--- src/rtl/ro_puf_ctrl_if.sv ---
// Host-side challenge/response interface of the ring-oscillator PUF controller.
// The host drives start/challenge; the controller returns status and response bits.
interface ro_puf_ctrl_if #(
  parameter int unsigned SEL_W = 4,
  parameter int unsigned NBITS = 8
) ();
  logic             start;
  logic [SEL_W-1:0] chal_a;
  logic [SEL_W-1:0] chal_b;
  logic             busy;
  logic             done;
  logic [NBITS-1:0] response;
  logic             err;
  logic [NBITS-1:0] tie_mask;

  modport master (
    output start, chal_a, chal_b,
    input  busy, done, response, err, tie_mask
  );

  modport slave (
    input  start, chal_a, chal_b,
    output busy, done, response, err, tie_mask
  );
endinterface

--- src/rtl/ro_puf_ctrl.sv ---
// Sequencer for the RO PUF array: per response bit it selects a pair, settles, counts and compares.
// Optional RO_PUF_TIE_FLAG_EN builds the per-bit count-tie flags; otherwise tie_mask is tied to 0.
module ro_puf_ctrl #(
  parameter int unsigned NUM_RO = 16,
  parameter int unsigned SEL_W  = 4,
  parameter int unsigned NBITS  = 8,
  parameter int unsigned CNT_W  = 16,
  parameter int unsigned SETTLE = 8,
  parameter int unsigned WINDOW = 1024
) (
  input  logic             clk,
  input  logic             rst_n,
  ro_puf_ctrl_if.slave     host,
  input  logic             ro_a,
  input  logic             ro_b,
  output logic [SEL_W-1:0] ro_sel_a,
  output logic [SEL_W-1:0] ro_sel_b,
  output logic             ro_en
);

  localparam int unsigned IDX_W   = (NBITS > 1) ? $clog2(NBITS) : 1;
  localparam int unsigned TMR_MAX = (SETTLE > WINDOW) ? SETTLE : WINDOW;
  localparam int unsigned TMR_W   = $clog2(TMR_MAX + 1);

  localparam logic [IDX_W-1:0] LastIdx   = IDX_W'(NBITS - 1);
  localparam logic [TMR_W-1:0] SettleEnd = TMR_W'(SETTLE - 1);
  localparam logic [TMR_W-1:0] WindowEnd = TMR_W'(WINDOW - 1);
  localparam logic [CNT_W-1:0] CntMax    = {CNT_W{1'b1}};

  typedef enum logic [2:0] {
    StIdle,
    StSettle,
    StCount,
    StCmp,
    StDone
  } state_e;

  state_e           state_q, state_d;
  logic [IDX_W-1:0] idx_q, idx_d;
  logic [TMR_W-1:0] tmr_q, tmr_d;
  logic [SEL_W-1:0] sel_a_q, sel_a_d;
  logic [SEL_W-1:0] sel_b_q, sel_b_d;
  logic [CNT_W-1:0] cnt_a_q, cnt_a_d;
  logic [CNT_W-1:0] cnt_b_q, cnt_b_d;
  logic [NBITS-1:0] resp_q, resp_d;
  logic             err_q, err_d;

  // Bits [1:0] are the synchronizer, bit [2] is the history flop for edge detection.
  logic [2:0]       sync_a_q, sync_b_q;

  logic             accept;
  logic             rise_a, rise_b;
  logic             pair_same;
  logic [SEL_W-1:0] next_sel_a, next_sel_b;

  assign accept     = (state_q == StIdle) && host.start;
  assign rise_a     = sync_a_q[1] & ~sync_a_q[2];
  assign rise_b     = sync_b_q[1] & ~sync_b_q[2];
  assign pair_same  = (sel_a_q == sel_b_q);
  assign next_sel_a = SEL_W'((32'(sel_a_q) + 32'd1) % NUM_RO);
  assign next_sel_b = SEL_W'((32'(sel_b_q) + 32'd1) % NUM_RO);

  // Synchronizers sample continuously, independent of the sequencer state.
  always_ff @(posedge clk or negedge rst_n) begin
    if (!rst_n) begin
      sync_a_q <= '0;
      sync_b_q <= '0;
    end else begin
      sync_a_q <= {sync_a_q[1:0], ro_a};
      sync_b_q <= {sync_b_q[1:0], ro_b};
    end
  end

  always_comb begin
    state_d = state_q;
    idx_d   = idx_q;
    tmr_d   = tmr_q;
    sel_a_d = sel_a_q;
    sel_b_d = sel_b_q;
    cnt_a_d = cnt_a_q;
    cnt_b_d = cnt_b_q;
    resp_d  = resp_q;
    err_d   = err_q;

    unique case (state_q)
      StIdle: begin
        if (host.start) begin
          sel_a_d = host.chal_a;
          sel_b_d = host.chal_b;
          idx_d   = '0;
          tmr_d   = '0;
          resp_d  = '0;
          err_d   = 1'b0;
          state_d = StSettle;
        end
      end

      StSettle: begin
        cnt_a_d = '0;
        cnt_b_d = '0;
        if (tmr_q == SettleEnd) begin
          tmr_d   = '0;
          state_d = StCount;
        end else begin
          tmr_d = tmr_q + 1'b1;
        end
      end

      StCount: begin
        if (rise_a && (cnt_a_q != CntMax)) cnt_a_d = cnt_a_q + 1'b1;
        if (rise_b && (cnt_b_q != CntMax)) cnt_b_d = cnt_b_q + 1'b1;
        if (tmr_q == WindowEnd) begin
          tmr_d   = '0;
          state_d = StCmp;
        end else begin
          tmr_d = tmr_q + 1'b1;
        end
      end

      StCmp: begin
        // A pair comparing an oscillator with itself carries no entropy: force 0, flag it.
        resp_d[idx_q] = (cnt_a_q > cnt_b_q) && !pair_same;
        if (pair_same) err_d = 1'b1;
        if (idx_q == LastIdx) begin
          state_d = StDone;
        end else begin
          idx_d   = idx_q + 1'b1;
          sel_a_d = next_sel_a;
          sel_b_d = next_sel_b;
          state_d = StSettle;
        end
      end

      StDone: begin
        state_d = StIdle;
      end

      default: begin
        state_d = StIdle;
      end
    endcase
  end

  always_ff @(posedge clk or negedge rst_n) begin
    if (!rst_n) begin
      state_q <= StIdle;
      idx_q   <= '0;
      tmr_q   <= '0;
      sel_a_q <= '0;
      sel_b_q <= '0;
      cnt_a_q <= '0;
      cnt_b_q <= '0;
      resp_q  <= '0;
      err_q   <= 1'b0;
    end else begin
      state_q <= state_d;
      idx_q   <= idx_d;
      tmr_q   <= tmr_d;
      sel_a_q <= sel_a_d;
      sel_b_q <= sel_b_d;
      cnt_a_q <= cnt_a_d;
      cnt_b_q <= cnt_b_d;
      resp_q  <= resp_d;
      err_q   <= err_d;
    end
  end

`ifdef RO_PUF_TIE_FLAG_EN
  logic [NBITS-1:0] tie_q, tie_d;

  always_comb begin
    tie_d = tie_q;
    if (accept) begin
      tie_d = '0;
    end else if (state_q == StCmp) begin
      tie_d[idx_q] = (cnt_a_q == cnt_b_q);
    end
  end

  always_ff @(posedge clk or negedge rst_n) begin
    if (!rst_n) begin
      tie_q <= '0;
    end else begin
      tie_q <= tie_d;
    end
  end

  assign host.tie_mask = tie_q;
`else
  assign host.tie_mask = '0;
`endif

  assign ro_sel_a      = sel_a_q;
  assign ro_sel_b      = sel_b_q;
  assign ro_en         = (state_q == StSettle) || (state_q == StCount);
  assign host.busy     = (state_q == StSettle) || (state_q == StCount) || (state_q == StCmp);
  assign host.done     = (state_q == StDone);
  assign host.response = resp_q;
  assign host.err      = err_q;

endmodule

--- src/flat_wrapper.sv ---
// flat-port wrapper written by rule: the top's interface ports become plain ports
module ro_puf_ctrl_flat 
#(
  parameter int unsigned NUM_RO = 16,
  parameter int unsigned SEL_W  = 4,
  parameter int unsigned NBITS  = 8,
  parameter int unsigned CNT_W  = 16,
  parameter int unsigned SETTLE = 8,
  parameter int unsigned WINDOW = 1024
)
  (clk, rst_n, ro_a, ro_b, ro_sel_a, ro_sel_b, ro_en, host_start, host_chal_a, host_chal_b, host_busy, host_done, host_response, host_err, host_tie_mask);
  ro_puf_ctrl_if #(.SEL_W(SEL_W), .NBITS(NBITS)) host_i ();
  input  logic clk;
  input  logic rst_n;
  input  logic ro_a;
  input  logic ro_b;
  output logic [SEL_W-1:0] ro_sel_a;
  output logic [SEL_W-1:0] ro_sel_b;
  output logic ro_en;
  input wire logic [$bits(host_i.start)-1:0] host_start;
  input wire logic [$bits(host_i.chal_a)-1:0] host_chal_a;
  input wire logic [$bits(host_i.chal_b)-1:0] host_chal_b;
  output wire logic [$bits(host_i.busy)-1:0] host_busy;
  output wire logic [$bits(host_i.done)-1:0] host_done;
  output wire logic [$bits(host_i.response)-1:0] host_response;
  output wire logic [$bits(host_i.err)-1:0] host_err;
  output wire logic [$bits(host_i.tie_mask)-1:0] host_tie_mask;
  assign host_i.start = host_start;
  assign host_i.chal_a = host_chal_a;
  assign host_i.chal_b = host_chal_b;
  assign host_busy = host_i.busy;
  assign host_done = host_i.done;
  assign host_response = host_i.response;
  assign host_err = host_i.err;
  assign host_tie_mask = host_i.tie_mask;
  ro_puf_ctrl #(.NUM_RO(NUM_RO), .SEL_W(SEL_W), .NBITS(NBITS), .CNT_W(CNT_W), .SETTLE(SETTLE), .WINDOW(WINDOW)) u_core (.clk(clk), .rst_n(rst_n), .host(host_i), .ro_a(ro_a), .ro_b(ro_b), .ro_sel_a(ro_sel_a), .ro_sel_b(ro_sel_b), .ro_en(ro_en));
endmodule
--- config.mk ---
export PLATFORM = sky130hd
export DESIGN_NAME = ro_puf_ctrl_flat
export DESIGN_NICKNAME = d
export VERILOG_FILES = /design/src/rtl/ro_puf_ctrl_if.sv /design/src/rtl/ro_puf_ctrl.sv /design/src/flat_wrapper.sv
export SDC_FILE = /design/constraint.sdc
export NUM_CORES = 1
export LEC_CHECK = 0
export ABC_AREA = 1
export ABC_CLOCK_PERIOD_IN_PS = 4100
export BUFFER_PORTS_ARGS = -buffer_cell sky130_fd_sc_hd__buf_2
export CAP_MARGIN = 20
export CORE_ASPECT_RATIO = 0.9
export CORE_UTILIZATION = 40
export DETAILED_ROUTE_END_ITERATION = 8
export PLACE_DENSITY = 0.66
export SLEW_MARGIN = 20
export SYNTH_ARGS = -nofsm -noshare
export SYNTH_HDL_FRONTEND = slang
export SYNTH_SLANG_ARGS = --single-unit
--- constraint.sdc ---
create_clock -name clk -period 4.1 [get_ports clk]
set_input_delay 0.205 -clock clk [delete_from_list [all_inputs] [get_ports clk]]
set_output_delay 0.205 -clock clk [all_outputs]
set_load 0.01 [all_outputs]
==> flow_metrics.env, run 1 <==
export IMPL_grt_pass1_vias=4273
export IMPL_synth_compound_area_share=0.0694
export IMPL_pin_count=41
export IMPL_hp_class="in2reg"
export IMPL_p_per_area_nw_per_um2=534
export IMPL_yosys_warnings=0
export IMPL_synth_top_family_by_area="simple AND/OR/NAND/NOR gates"
export IMPL_max_cap_viol_count=0
export IMPL_cts_htree_levels=3
export IMPL_whs_path_depth=3
export IMPL_finClkSkew_ns=0.00809
export IMPL_wire_per_inst_um=12.9
export IMPL_die_area_um2=12300
export IMPL_vias=4297
export IMPL_cts_sinks=72
export IMPL_max_slew_worst_pin_slew_ns=0.902
export IMPL_grt_pass1_wl_um=19300
export IMPL_initial_core_util=0.413
export IMPL_drive_above_1_share=0.122
export IMPL_chipHeight_um=105
export IMPL_rsz0062_at_grt="false"
export IMPL_clkTransAtPathRegs_ns=0.06
export IMPL_critPathKind="reg2reg"
export IMPL_area_delta_synth_final_pct=12.4
export IMPL_syn_avg_cell_area_um2=7.34
export IMPL_status="complete, no violations"
export IMPL_drt_wl_total_um=10800
export IMPL_synth_top_flop_cell="dfrtp_1"
export IMPL_dpl_instance_area_um2=4970
export IMPL_leakagePower_nw=2.61
export IMPL_cp_max_fo=20
export IMPL_netlist_area_um2=4740
export IMPL_synth_adder_area_share=0.0607
export IMPL_wl_met3_um=652
export IMPL_finalCritPeriodShare=0.574
export IMPL_r2r_slack_ns=1.75
export IMPL_reg2reg_to="u_core.tmr_q[3]"
export IMPL_hold_path_startpoint="host_chal_b[1]"
export IMPL_async_flop_share=1.00
export IMPL_clk_latency_ns=0.33
export IMPL_synth_xor_xnor_area_share=0.0425
export IMPL_fmaxAchievable_mhz=425
export IMPL_timing_slew_headroom=0.397
export IMPL_wl_met2_um=4990
export IMPL_portBuffers=32
export IMPL_highest_layer="met4"
export IMPL_finalMaxSlewViolations=0
export IMPL_nets=715
export IMPL_finalHoldViolations=0
export IMPL_yosysUniqueCellTypes=38
export IMPL_die_x_um=117
export IMPL_ir_drop_mv=0.269
export IMPL_cts_root_buf="clkbuf_16"
export IMPL_ant_nets=0
export IMPL_timing_rr_start="u_core.state_q[2]"
export IMPL_ctsResizeCount=0
export IMPL_tns_ns=0
export IMPL_required_ns=4.36
export IMPL_grt_max_degree=47
export IMPL_synth_edf_count=0
export IMPL_cts_buffer_depth=2
export IMPL_drt_iter0_drc=145
export IMPL_place_gp_congestion=0.821
export IMPL_holdBufCountCts=2
export IMPL_synth_cells=646
export IMPL_cts_buffers=9
export IMPL_grt_use_total=0.195
export IMPL_synth_seq_area_share=0.380
export IMPL_cts_tree="yes"
export IMPL_dr_pass1_iters=7
export IMPL_crit_arrival_ns=2.62
export IMPL_crit_path_end_kind="flip-flop"
export IMPL_diodes=0
export IMPL_ff2ff_path_depth=7
export IMPL_synth_simple_area_share=0.359
export IMPL_final_setup_viol_count=0
export IMPL_dp_hpwl_um=7820
export IMPL_synthMuxAreaShare=0
export IMPL_met1_length_um=4960
export IMPL_gr_total_overflow=0
export IMPL_hold_path_end="u_core.ro_sel_b[1]"
export IMPL_grt_antenna_before_repair=0
export IMPL_post_cts_buffers=0
export IMPL_rows=37
export IMPL_routed_via_density=5.12
export IMPL_finalCriticalPeriod_ns=2.35
export IMPL_core_area_um2=11500
export IMPL_worst_setup_path_start_kind="flip-flop"
export IMPL_synth_seq_cells=72
export IMPL_drc=0
export IMPL_fin_area_um2=5330
-- critical path: stages, from the launching register on --
cell and delay, ns:
dfrtp_1 0.39, inv_1 0.12, nand3_1 0.64, inv_1 0.50
o21ai_0 0.26, nand2_1 0.19, nor2_2 0.07, nor2_1 0.11
-- cells in the final DEF (no fill, tap or decap), types with 2 or more instances in the layout --
| cell type | netlist | final |
|---|---|---|
| o211ai_1 | 9 | 9 |
| o22ai_1 | 2 | 2 |
| inv_2 | 2 | 2 |
| clkbuf_16 | 0 | 9 |
| nor2_4 | 3 | 3 |
| buf_4 | 10 | 2 |
| nor2_1 | 88 | 88 |
| nand2_2 | 16 | 17 |
| nand3_1 | 61 | 61 |
| nand4_1 | 16 | 16 |
| a31oi_1 | 2 | 2 |
| inv_1 | 67 | 67 |
| a22oi_1 | 2 | 2 |
| o21ai_0 | 28 | 28 |
| buf_2 | 2 | 31 |
| nand2_1 | 176 | 175 |
| a21oi_1 | 8 | 8 |
| xor2_1 | 22 | 22 |
| dfrtp_1 | 72 | 72 |
| nor3_1 | 8 | 8 |
| bufinv_16 | 0 | 2 |
| nor2_2 | 4 | 4 |
| conb_1 | 1 | 8 |
| dlygate4sd3_1 | 0 | 3 |
| ha_1 | 23 | 23 |
| nand2_4 | 3 | 3 |
-- state kept, by name (all words and copies together), names as in the netlist --
name                  cells
u_core.cnt_b_q           16
u_core.state_q            3
u_core.host.response      8
u_core.cnt_a_q           16
u_core.sync_b_q           3
u_core.sync_a_q           3
u_core.ro_sel_a           4
u_core.idx_q              3
u_core.tmr_q             11
u_core.host.err           1
u_core.ro_sel_b           4
-- synthesized netlist by cell type (2+ instances only) --
cell,number,area (µm²)
dfrtp_1,72,1800
o22ai_1,2,12.5
nor2_2,4,25.0
nand2_4,3,33.8
nand2_2,16,100
o21ai_0,28,140
nand3_1,61,305
inv_1,67,251
a21oi_1,8,40.0
nand4_1,16,100
ha_1,23,288
buf_4,10,75.1
clkbuf_1,3,11.3
buf_2,2,10.0
buf_6,5,56.3
inv_2,2,7.51
nor2_4,3,33.8
o211ai_1,9,67.6
nand2_1,176,661
nor3_1,8,40.0
a31oi_1,2,12.5
nor2_1,88,330
xor2_1,22,193
a22oi_1,2,15.0
-- per-stage QoR --
step	utilization	cells	hold slack (ns)	power [mW]	setup WS (ns)
6_report	0.464	839	0.128	2.85	1.75
2_1_floorplan	-	653	-0.0906	1.75	2.50
4_1_cts	0.463	838	0.0961	2.86	1.72
5_1_grt	0.464	839	0.153	3.05	1.47
3_3_place_gp	0.433	821	0.315	1.96	1.80
3_5_place_dp	0.433	821	0.315	1.99	1.73
-- report_power, final --
part           total [mW]  internal (mW)  leakage, nW  switching, mW
Clock               0.847          0.546        0.155          0.301
Combinational        1.02          0.292         1.49          0.732
Sequential          0.976          0.835        0.962          0.142
-- cells by family (layout without fill, tap and decap cells) --
| family | after synthesis | count (layout) |
|---|---|---|
| AOI/OAI and AO/OA | 55 | 55 |
| xor gates and xnor gates | 23 | 23 |
| adders and majority gates | 23 | 23 |
| buffers and inverters | 90 | 120 |
| DFF | 72 | 72 |
| other | 1 | 8 |
| and+or+nand+nor | 382 | 382 |
-- final cells by class --
class	instances	area, µm²
fill	1171	6150
multi-input combinational	491	2550
sequential	72	1800
inverter	69	259
clock buffer	10	239
timing repair buffer	36	200
tap	156	195
clock inverter	5	81.3
-- worst max path at each step --
| stage | from | to | slack (ns) | cells past startpoint |
|---|---|---|---|---|
| floorplan | u_core.cnt_b_q[0] | u_core.cnt_b_q[15] | 2.50 | 11 |
| global route | u_core.state_q[2] | u_core.tmr_q[3] | 1.47 | 7 |
| CTS | u_core.state_q[2] | u_core.tmr_q[3] | 1.72 | 7 |
| detailed placement | u_core.state_q[2] | u_core.tmr_q[3] | 1.73 | 7 |
| global placement | u_core.state_q[2] | u_core.cnt_b_q[9] | 1.80 | 7 |
| finish | u_core.state_q[2] | u_core.tmr_q[3] | 1.75 | 7 |
-- per-layer routing --
layer  up-vias  track usage
met5         -            0
met4         0       0.0832
met3        19       0.0408
met2       137        0.305
met1      2011        0.260
li1       2130            -
Note: power is estimated with default switching activity, not from simulation.
==> run 2: changes to the inputs <==
- ABC_AREA: 1 -> 0
- ABC_CLOCK_PERIOD_IN_PS: 4100 -> 2210
- PLACE_DENSITY: 0.66 -> 0.67
- clock period: 4.1 -> 2.21 ns (I/O delays scaled with it)
==> flow_metrics.env, run 2 <==
export IMPL_p_per_area_nw_per_um2=570
export IMPL_die_area_um2=11100
export IMPL_path_buf_inv=0
export IMPL_async_flop_share=1.00
export IMPL_yosysUniqueCellTypes=59
export IMPL_place_gp_congestion=0.819
export IMPL_timing_rr_start="u_core.state_q[0]"
export IMPL_core_area_um2=10300
export IMPL_dpl_instance_area_um2=4590
export IMPL_critPathMaxStageDelay_ns=0.50
export IMPL_finalCriticalPeriod_ns=2.07
export IMPL_nets=547
export IMPL_crit_path_end_kind="flip-flop"
export IMPL_max_slew_worst_pin_slew_ns=0.705
export IMPL_yosysTopAreaCellShare=0.423
export IMPL_grt_pass1_wl_um=16300
export IMPL_clk_latency_ns=0.34
export IMPL_ir_drop_mv=0.336
export IMPL_synth_seq_cells=72
export IMPL_vias=3552
export IMPL_r2r_slack_ns=0.14
export IMPL_n_fill_cell=952
export IMPL_rsz0062_at_grt="false"
export IMPL_clkTransAtPathRegs_ns=0.06
export IMPL_grt_antenna_before_repair=0
export IMPL_finalCritPeriodShare=0.936
export IMPL_synth_edf_count=0
export IMPL_portBuffers=32
export IMPL_leakagePower_nw=2.10
export IMPL_fmaxAchievable_mhz=484
export IMPL_rows=35
export IMPL_synth_common_cells="dfrtp_1 (72), nand2_1 (50), a21oi_1 (33)"
export IMPL_gr_total_overflow=0
export IMPL_synthTopCellsByArea="dfrtp_1 (42%), ha_1 (6.8%), nand2_1 (4.4%)"
export IMPL_ff2ff_path_depth=5
export IMPL_fin_area_um2=4920
export IMPL_initial_core_util=0.414
export IMPL_hold_path_end="u_core.ro_sel_a[0]"
export IMPL_drt_iter0_drc=156
export IMPL_drt_wl_total_um=9570
export IMPL_drive_above_1_share=0.157
export IMPL_synth_largest_area_cell="dfrtp_1"
export IMPL_synth_seq_area_share=0.423
export IMPL_fin_cells=645
export IMPL_critPathKind="reg2reg"
export IMPL_reg2reg_to="u_core.cnt_a_q[13]"
export IMPL_multi_input_area_um2=2250
export IMPL_final_common_cell="dfrtp_1"
export IMPL_crit_cells=5
export IMPL_cts_tree="yes"
export IMPL_netlist_area_um2=4260
export IMPL_grt_pass1_vias=3349
export IMPL_ant_nets=0
export IMPL_worst_setup_path_start_kind="flip-flop"
export IMPL_final_util=0.478
export IMPL_hp_class="in2reg"
export IMPL_dr_pass1_iters=4
export IMPL_synth_cells=471
export IMPL_syn_avg_cell_area_um2=9.05
export IMPL_final_setup_viol_count=0
export IMPL_routed_via_density=5.51
export IMPL_chipHeight_um=99.9
export IMPL_largestRegisters="u_core.cnt_a_q x16, u_core.cnt_b_q x16, u_core.tmr_q x11"
export IMPL_final_cell_mix="dfrtp_1 (72), nand2_1 (50), a21oi_1 (33), nor2_1 (32), buf_2 (32)"
export IMPL_finalMaxSlewViolations=0
export IMPL_setup_slack_ns=0.142
export IMPL_die_x_um=111
export IMPL_synth_top_flop_cell="dfrtp_1"
export IMPL_cts_root_buf="clkbuf_16"
export IMPL_required_ns=2.47
export IMPL_cts_buffers=9
export IMPL_drc=0
export IMPL_cp_cell_sequence="or3b_4 > nor4_4 > o2111ai_2 > or3_1 > a21oi_1"
export IMPL_cts_buffer_depth=2
export IMPL_wire_per_inst_um=14.8
export IMPL_diodes=0
export IMPL_cts_htree_levels=3
export IMPL_cp_max_fo=12
export IMPL_grt_use_total=0.182
export IMPL_cp_slowest_cell="or3b_4"
export IMPL_synth_most_common_cell="dfrtp_1"
export IMPL_yosys_warnings=0
export IMPL_dpl_worst_slack_ns=0.0384
export IMPL_tns_ns=0
export IMPL_area_delta_synth_final_pct=15.5
export IMPL_p_total_mw=2.81
export IMPL_crit_arrival_ns=2.33
export IMPL_timing_slew_headroom=0.526
export IMPL_dp_hpwl_um=6730
export IMPL_pin_count=41
export IMPL_max_cap_viol_count=0
export IMPL_status="complete, no violations"
export IMPL_hold_path_startpoint="host_chal_a[0]"
export IMPL_placedCellCount=626
export IMPL_cts_sinks=72
export IMPL_holdWs_ns=0.0123
export IMPL_critPathTopFamily="simple AND/OR/NAND/NOR gates"
export IMPL_finalHoldViolations=0
export IMPL_finClkSkew_ns=0.00850
export IMPL_grt_max_degree=73
export IMPL_whs_path_depth=3
export IMPL_seqCellArea_um2=1800
run 2: changes by cell type after synthesis, moves of 8 or more:
cell,change
a21oi_1,+25
and3_1,+8
clkbuf_1,+12
inv_1,-43
mux2i_1,+10
nand2_1,-126
nand2_2,-16
nand3_1,-37
nor2_1,-56
nor4_1,+8
o31ai_1,+13
xnor2_1,+10
xor2_1,-15
run 2: routing by layer:
layer	vias to the layer above	wire, µm	track usage
met1	1700	4530	0.247
met2	87	4560	0.299
met5	-	0	0
met4	0	76	0.0349
met3	6	407	0.0459
li1	1759	-	-
run 2: how the worst max path moves through the flow:
| stage | start | to | slack (ns) |
|---|---|---|---|
| floorplan | u_core.state_q[0] | u_core.cnt_b_q[5] | 0.27 |
| global placement | u_core.cnt_b_q[14] | u_core.host.response[3] | 0.16 |
| detailed placement | u_core.cnt_b_q[13] | u_core.host.response[3] | 0.04 |
| CTS | u_core.cnt_b_q[13] | u_core.host.response[0] | 0.03 |
| global route | u_core.cnt_b_q[13] | u_core.host.response[7] | 0.02 |
| finish | u_core.state_q[0] | u_core.cnt_a_q[13] | 0.14 |
run 2: cell families after synthesis:
logic type                 count (synthesis)  synth area share
and+or+nand+nor                          193             0.244
muxes                                     11            0.0261
DFF                                       72             0.423
adders and majority gates                 23            0.0675
AOI/OAI and AO/OA                        100             0.144
xor gates and xnor gates                  18            0.0370
other                                      1          0.000880
buffers and inverters                     53            0.0572
run 2: worst min-delay path, delay by kind of cell:
kind                   cells  cell delay (ns)
AOI/OAI and AO/OA          1             0.06
and+or+nand+nor            1             0.04
buffers and inverters      1             0.09
run 2: repair_timing:
item                                    4_1_cts  5_1_grt
hold buffers                                  3        0
resized for setup                             0        1
setup buffers                                 0        0
endpoints found under the hold margin        74        0
endpoints found under the setup margin        0        8
run 2: cell type report:
type	count	share of cell area
clock inverter	5	0.00788
inverter	24	0.0183
multi-input combinational	353	0.458
tap	129	0.0328
clock buffer	11	0.0513
sequential	72	0.366
timing repair buffer	51	0.0656
run 2: power by group:
group	internal (mW)	total, mW	switching, mW
clock network	0.829	1.41	0.581
registers	1.33	1.33	0.00499
logic	0.0227	0.0662	0.0434
total	2.18	2.81	0.629
